==> src/rtl/mc_control_fsm.sv <==
// mc_control_fsm: multi-cycle control sequencer for the shared-memory MIPS datapath.
// Walks each instruction through IF/ID/EX/MEM/WB and decodes per-state datapath
// controls from the current state plus the opcode/funct latched during ID.
// Optional performance counters are built only when MC_PERF_CNT_EN is defined.
module mc_control_fsm #(
    parameter int OP_W    = 6,
    parameter int FUNCT_W = 6
`ifdef MC_PERF_CNT_EN
    ,
    parameter int CNT_W   = 32
`endif
) (
    input  logic               clk_i,
    input  logic               rst_i,
    input  logic [OP_W-1:0]    instr_op_i,
    input  logic [FUNCT_W-1:0] funct_i,
    input  logic               mem_ready_i,
    output logic               pc_write_o,
    output logic               branch_o,
    output logic [2:0]         branch_type_o,
    output logic [1:0]         pc_src_o,
    output logic               ir_write_o,
    output logic               iord_o,
    output logic               mem_read_o,
    output logic               mem_write_o,
    output logic               reg_write_o,
    output logic [1:0]         reg_dst_o,
    output logic [1:0]         mem_to_reg_o,
    output logic               alu_src_a_o,
    output logic [1:0]         alu_src_b_o,
    output logic [4:0]         alu_op_o,
    output logic [2:0]         state_o,
    output logic               illegal_o
`ifdef MC_PERF_CNT_EN
    ,
    output logic [CNT_W-1:0]   cycle_cnt_o,
    output logic [CNT_W-1:0]   retired_cnt_o
`endif
);

    typedef enum logic [2:0] {
        ST_IF   = 3'd0,
        ST_ID   = 3'd1,
        ST_EX   = 3'd2,
        ST_MEM  = 3'd3,
        ST_WB   = 3'd4,
        ST_TRAP = 3'd7
    } state_t;

    localparam logic [OP_W-1:0] OP_RTYPE = OP_W'(6'h00);
    localparam logic [OP_W-1:0] OP_J     = OP_W'(6'h02);
    localparam logic [OP_W-1:0] OP_JAL   = OP_W'(6'h03);
    localparam logic [OP_W-1:0] OP_BEQ   = OP_W'(6'h04);
    localparam logic [OP_W-1:0] OP_BNE   = OP_W'(6'h05);
    localparam logic [OP_W-1:0] OP_BLT   = OP_W'(6'h06);
    localparam logic [OP_W-1:0] OP_BLE   = OP_W'(6'h07);
    localparam logic [OP_W-1:0] OP_ADDI  = OP_W'(6'h08);
    localparam logic [OP_W-1:0] OP_ORI   = OP_W'(6'h0D);
    localparam logic [OP_W-1:0] OP_LUI   = OP_W'(6'h0F);
    localparam logic [OP_W-1:0] OP_LW    = OP_W'(6'h23);
    localparam logic [OP_W-1:0] OP_SW    = OP_W'(6'h2B);

    localparam logic [FUNCT_W-1:0] FN_JR = FUNCT_W'(6'h08);

    // ALU control classes shared with the single-cycle decoder.
    localparam logic [4:0] ALU_ADD   = 5'd0;
    localparam logic [4:0] ALU_SUB   = 5'd1;
    localparam logic [4:0] ALU_OR    = 5'd2;
    localparam logic [4:0] ALU_LUI   = 5'd3;
    localparam logic [4:0] ALU_RTYPE = 5'd4;

    state_t             state_q, state_d;
    logic [OP_W-1:0]    op_q, op_d;
    logic [FUNCT_W-1:0] funct_q, funct_d;

    // IR is valid throughout ID, so the opcode/funct are captured there and
    // held for the later states of the same instruction.
    always_comb begin
        op_d    = op_q;
        funct_d = funct_q;
        if (state_q == ST_ID) begin
            op_d    = instr_op_i;
            funct_d = funct_i;
        end
    end

    // State and latched instruction fields; reset aborts any instruction in flight.
    always_ff @(posedge clk_i or negedge rst_i) begin
        if (!rst_i) begin
            state_q <= ST_IF;
            op_q    <= '0;
            funct_q <= '0;
        end else begin
            state_q <= state_d;
            op_q    <= op_d;
            funct_q <= funct_d;
        end
    end

    // Next-state and control decode; everything is forced low while reset is held
    // so memory requests stop the instant reset asserts.
    always_comb begin
        state_d       = state_q;
        pc_write_o    = 1'b0;
        branch_o      = 1'b0;
        branch_type_o = 3'd0;
        pc_src_o      = 2'd0;
        ir_write_o    = 1'b0;
        iord_o        = 1'b0;
        mem_read_o    = 1'b0;
        mem_write_o   = 1'b0;
        reg_write_o   = 1'b0;
        reg_dst_o     = 2'd0;
        mem_to_reg_o  = 2'd0;
        alu_src_a_o   = 1'b0;
        alu_src_b_o   = 2'd0;
        alu_op_o      = ALU_ADD;
        illegal_o     = 1'b0;

        case (state_q)
            ST_IF: begin
                mem_read_o  = 1'b1;
                alu_src_b_o = 2'd1;
                if (mem_ready_i) begin
                    ir_write_o = 1'b1;
                    pc_write_o = 1'b1;
                    state_d    = ST_ID;
                end
            end
            ST_ID: begin
                alu_src_b_o = 2'd3;
                case (instr_op_i)
                    OP_J: begin
                        pc_write_o = 1'b1;
                        pc_src_o   = 2'd2;
                        state_d    = ST_IF;
                    end
                    OP_JAL: begin
                        pc_write_o   = 1'b1;
                        pc_src_o     = 2'd2;
                        reg_write_o  = 1'b1;
                        reg_dst_o    = 2'd2;
                        mem_to_reg_o = 2'd2;
                        state_d      = ST_IF;
                    end
                    OP_RTYPE, OP_ADDI, OP_ORI, OP_LUI, OP_LW, OP_SW,
                    OP_BEQ, OP_BNE, OP_BLT, OP_BLE: begin
                        state_d = ST_EX;
                    end
                    default: state_d = ST_TRAP;
                endcase
            end
            ST_EX: begin
                case (op_q)
                    OP_RTYPE: begin
                        if (funct_q == FN_JR) begin
                            pc_write_o = 1'b1;
                            pc_src_o   = 2'd3;
                            state_d    = ST_IF;
                        end else begin
                            alu_src_a_o = 1'b1;
                            alu_src_b_o = 2'd0;
                            alu_op_o    = ALU_RTYPE;
                            state_d     = ST_WB;
                        end
                    end
                    OP_ADDI: begin
                        alu_src_b_o = 2'd2;
                        state_d     = ST_WB;
                    end
                    OP_ORI: begin
                        alu_src_b_o = 2'd2;
                        alu_op_o    = ALU_OR;
                        state_d     = ST_WB;
                    end
                    OP_LUI: begin
                        alu_src_b_o = 2'd2;
                        alu_op_o    = ALU_LUI;
                        state_d     = ST_WB;
                    end
                    OP_LW, OP_SW: begin
                        alu_src_b_o = 2'd2;
                        state_d     = ST_MEM;
                    end
                    OP_BEQ, OP_BNE, OP_BLT, OP_BLE: begin
                        alu_src_a_o = 1'b1;
                        alu_src_b_o = 2'd0;
                        alu_op_o    = ALU_SUB;
                        branch_o    = 1'b1;
                        pc_src_o    = 2'd1;
                        state_d     = ST_IF;
                        case (op_q)
                            OP_BEQ:  branch_type_o = 3'd1;
                            OP_BNE:  branch_type_o = 3'd2;
                            OP_BLE:  branch_type_o = 3'd3;
                            default: branch_type_o = 3'd4;
                        endcase
                    end
                    default: state_d = ST_TRAP;
                endcase
            end
            ST_MEM: begin
                iord_o = 1'b1;
                if (op_q == OP_LW) begin
                    mem_read_o = 1'b1;
                end else begin
                    mem_write_o = 1'b1;
                end
                if (mem_ready_i) begin
                    state_d = (op_q == OP_LW) ? ST_WB : ST_IF;
                end
            end
            ST_WB: begin
                reg_write_o = 1'b1;
                if (op_q == OP_RTYPE) begin
                    reg_dst_o = 2'd1;
                end else if (op_q == OP_LW) begin
                    mem_to_reg_o = 2'd1;
                end
                state_d = ST_IF;
            end
            ST_TRAP: begin
                illegal_o = 1'b1;
            end
            default: state_d = ST_TRAP;
        endcase

        if (!rst_i) begin
            state_d       = ST_IF;
            pc_write_o    = 1'b0;
            branch_o      = 1'b0;
            branch_type_o = 3'd0;
            pc_src_o      = 2'd0;
            ir_write_o    = 1'b0;
            iord_o        = 1'b0;
            mem_read_o    = 1'b0;
            mem_write_o   = 1'b0;
            reg_write_o   = 1'b0;
            reg_dst_o     = 2'd0;
            mem_to_reg_o  = 2'd0;
            alu_src_a_o   = 1'b0;
            alu_src_b_o   = 2'd0;
            alu_op_o      = ALU_ADD;
            illegal_o     = 1'b0;
        end
    end

    assign state_o = state_q;

`ifdef MC_PERF_CNT_EN
    logic [CNT_W-1:0] cycle_cnt_q, retired_cnt_q;
    logic             retire;

    assign retire = (state_d == ST_IF) &&
                    ((state_q == ST_ID) || (state_q == ST_EX) ||
                     (state_q == ST_MEM) || (state_q == ST_WB));

    // Cycle counter freezes once trapped; retire counter bumps on every return to IF.
    always_ff @(posedge clk_i or negedge rst_i) begin
        if (!rst_i) begin
            cycle_cnt_q   <= '0;
            retired_cnt_q <= '0;
        end else begin
            if (state_q != ST_TRAP) begin
                cycle_cnt_q <= cycle_cnt_q + 1'b1;
            end
            if (retire) begin
                retired_cnt_q <= retired_cnt_q + 1'b1;
            end
        end
    end

    assign cycle_cnt_o   = cycle_cnt_q;
    assign retired_cnt_o = retired_cnt_q;
`endif

endmodule

==> config.mk <==
export PLATFORM = sky130hd
export DESIGN_NAME = mc_control_fsm
export DESIGN_NICKNAME = d
export VERILOG_FILES = /design/src/rtl/mc_control_fsm.sv
export SDC_FILE = /design/constraint.sdc
export NUM_CORES = 1
export LEC_CHECK = 0
export ABC_AREA = 0
export CAP_MARGIN = 20
export CORE_UTILIZATION = 45
export CTS_BUF_LIST = sky130_fd_sc_hd__clkbuf_2 sky130_fd_sc_hd__clkbuf_4 sky130_fd_sc_hd__clkbuf_8
export CTS_CLUSTER_DIAMETER = 40
export CTS_CLUSTER_SIZE = 25
export DETAILED_ROUTE_END_ITERATION = 6
export PLACE_DENSITY = 0.81
export SYNTH_ARGS = -nofsm -noshare
export SYNTH_HDL_FRONTEND = slang
export SYNTH_SLANG_ARGS = --single-unit
==> constraint.sdc <==
create_clock -name clk_i -period 2 [get_ports clk_i]
set_input_delay 0.3 -clock clk_i [delete_from_list [all_inputs] [get_ports clk_i]]
set_output_delay 0.3 -clock clk_i [all_outputs]
set_load 0.01 [all_outputs]
==> metrics list <==
- Synthesis instantiated 44 different standard cells from the library.
* Core outline area: 2300 um2
- Entering global routing, the biggest net connects 25 pins.
- After synthesis the cells add up to 1140 um2.
* Die X-Extent: 52.4 um
* Global-route wire length before repair: 6380 um
- Counting flops with an async set or reset pin after synthesis yields a share of 100%.
* EDFF count, synth: 0
- For this design, the CTS-stage hold fixing added 0 buffers.
- Root buffer cell: sky130_fd_sc_hd__clkbuf_4
- Counting every instance in the synthesized netlist gives 136.
- The final layout contains 225 nets.
- For this configuration, the core starts out at a cell density of 49.7%.
- The final number of hold-violating endpoints was 0.
- Critical Path Fanout Max: 2
- The detailed router finished its first iteration with 77 violations.
* Minimum hold slack: 111 ps
* Count of standard-cell rows: 17
* Number of antenna violations at the first check in global routing: 0
- Min-Delay Path Class: input pin to async pin
- Sequential cell area fraction in the yosys report: 32.9%
* Maximum Capacitance Violations: 0
- Final Power: 0.00239 W
- Power Dens Cells: 1240 nW/um2
* Diode count: 0
* Failing checks: negative setup slack
- The congestion estimate from routability-driven global placement came to 0.908.
* Via count of the first global-routing pass: 1382
- The clock arrives with 4.88 ps of skew.
- Filler cell count in the final layout: 124
- Commonest non-fill, non-tap cells in the layout: sky130_fd_sc_hd__buf_4 (35), sky130_fd_sc_hd__dfrtp_1 (14), sky130_fd_sc_hd__nand2_1 (13)
* Signed area change from the synthesized netlist to the final layout: 68.5%
- Across every metal layer, demand over resource in global routing totals 32.0%.
- STA classifies the critical path startpoint as a flip-flop.
- Pleak: 0.934 nW
- For this block, the routed nets add up to 4500 um of wire.
* IO Port Bufs: 40
* Ratio of routed vias to standard cells: 6.24
* Max Transition Viols Final: 0
- The later pin in the worst-skew pair is clocked with a latency of 290 ps.
* Worst voltage drop across the vdd grid: 1.16 mV
- Clock-pin slew was measured on the worst setup and hold paths at 90 ps.
- Most frequent standard cell in the layout excluding fill and tap cells: sky130_fd_sc_hd__buf_4
- At the worst endpoint, the required time is 1700 ps.
- Largest cells by area after synthesis: sky130_fd_sc_hd__dfrtp_1 (33%), sky130_fd_sc_hd__mux2_2 (9.9%), sky130_fd_sc_hd__nand2_1 (4.9%), sky130_fd_sc_hd__a21oi_1 (3.9%), sky130_fd_sc_hd__nor3_1 (3.5%)
* Share of layout cells above drive strength 1: 46.9%
* Clock sink count: 15
- Crit path setup slack, layout: -246 ps
* Final routed wire length divided by cell count: 19.0 um
* CTS tree: done
- Post-synthesis average cell area: 8.39 um2
- Status: finished, violations left
- Pin placement for this block handled 43 I/O pins.
* Final setup viols: 11
- The first detailed-routing pass ran for 5 iterations.
- For this run, the leading register cell type out of synthesis is sky130_fd_sc_hd__dfrtp_1.
* Via count of the routed design: 1478
- Synthesis inferred 15 register bits.
- The worst setup path is of the flip-flop to primary output kind.
* Worst R2R Path Depth: 7
- Post-synthesis cell type with the largest combined area: sky130_fd_sc_hd__dfrtp_1
- Floorplan die area: 2740 um2
* TritonCTS Buffers: 3
- Antenna viol nets, final: 0
* Crit path capture type: primary output
* Die boundary height: 52.4 um
- Final critical-path share of the clock period: 112%
* Maximum clock rate: 445 MHz
- The top cell type by area accounts for 32.9% of the synthesized area.
* Data arrival time of the worst path: 1950 ps
- Setup repair after global routing could not meet its margin everywhere.
- Total DRC errors in the routed layout: 0
- Final critical delay including setup and external delays: 2250 ps
- During synthesis, Yosys emitted a total of 0 warnings.
* Global route total overflow: 0
- CTS built an H-tree with a depth of 1.
- Summed over all nets, the half-perimeter wirelength after detailed placement is 2500 um.
- Counting along the longest clock path gives a buffer depth of 2.
## per-layer routing
layer,vias to the layer above,part of all wire (%),track usage [%]
li1,631,-,-
met1,692,37,37.4
met2,120,49,54.2
met3,35,8.5,5.22
met4,0,6.0,19.3
met5,-,0,0
## sequential cells by signal, summed over array words and instances, names as in the netlist
signal,cells
op_q,6
funct_q,6
state_o,3
## stage by stage
| stage | instances | utilization [%] | area (um2) | setup WS, ps | setup TNS, ps |
|---|---|---|---|---|---|
| floorplan | 137 | - | 1140 | 220 | 0 |
| CTS | 235 | 80.4 | 1850 | -139 | -373 |
| detailed placement | 223 | 75.4 | 1730 | -550 | -8590 |
| global placement | 223 | 75.4 | 1730 | -515 | -7910 |
| global route | 237 | 83.7 | 1920 | -303 | -1950 |
| finish | 237 | 83.7 | 1920 | -246 | -1130 |
## cell type report
type / instances / area (um2) / share of cell area, %
clock buffers: 4 / 30.0 / 1.56
inverters: 6 / 25.0 / 1.30
multi-input cells: 106 / 806 / 41.9
repair buffers: 78 / 651 / 33.8
well taps: 28 / 35.0 / 1.82
flip-flops and latches: 15 / 377 / 19.6
## final timing paths
check | startpoint | endpoint | slack (ps)
worst max-delay path | op_q[3] | pc_write_o | -250
worst min-delay path | rst_i | op_q[4] | 110
worst max register to register | op_q[2] | state_o[0] | 230
worst min register to register | funct_q[0] | funct_q[0] | 520
max in group asynchronous | rst_i | op_q[2] | 1730
min in group clk_i | instr_op_i[2] | op_q[2] | 440
## synth_stat cells, types with 3 or more instances
| library cell | n |
|---|---|
| sky130_fd_sc_hd__dfrtp_1 | 15 |
| sky130_fd_sc_hd__buf_2 | 5 |
| sky130_fd_sc_hd__nor2_1 | 10 |
| sky130_fd_sc_hd__nand2b_1 | 5 |
| sky130_fd_sc_hd__nand3_1 | 3 |
| sky130_fd_sc_hd__o21ai_0 | 7 |
| sky130_fd_sc_hd__inv_1 | 4 |
| sky130_fd_sc_hd__buf_4 | 4 |
| sky130_fd_sc_hd__a21oi_1 | 9 |
| sky130_fd_sc_hd__nor3_1 | 8 |
| sky130_fd_sc_hd__mux2_2 | 10 |
| sky130_fd_sc_hd__and3_1 | 3 |
| sky130_fd_sc_hd__nand2_1 | 15 |
## critical path, cell delays in order (launching register included)
cell,delay (ps)
sky130_fd_sc_hd__dfrtp_1,430
sky130_fd_sc_hd__nor3_4,250
sky130_fd_sc_hd__nand2_2,110
sky130_fd_sc_hd__nor4_4,250
sky130_fd_sc_hd__buf_4,160
sky130_fd_sc_hd__a21oi_2,30
sky130_fd_sc_hd__o31ai_2,220
sky130_fd_sc_hd__buf_2,200
## what timing repair did
item	CTS	global route
gates resized for setup	88	25
gates cloned	0	0
buffers inserted	9	2
setup endpoints to repair	23	21
endpoints found under the hold margin	0	0
pin swaps	14	10
## power breakdown
part	internal (W)	switching (W)
Clock	0.0000911	0.0000955
Sequential	0.000460	0.000159
Combinational	0.000777	0.000812
Total	0.00133	0.00107
## cells by family (layout without fill, tap and decap cells)
kind of cell,after synthesis,in the layout,synth area share [%]
AOI/OAI and AO/OA,31,31,17.8
DFF,15,15,32.9
buffers and inverters,16,88,7.24
xor gates and xnor gates,1,1,0.768
muxes,10,10,9.87
and+or+nand+nor,62,62,31.1
other,1,2,0.329
Note: power is estimated with default switching activity, not from simulation.
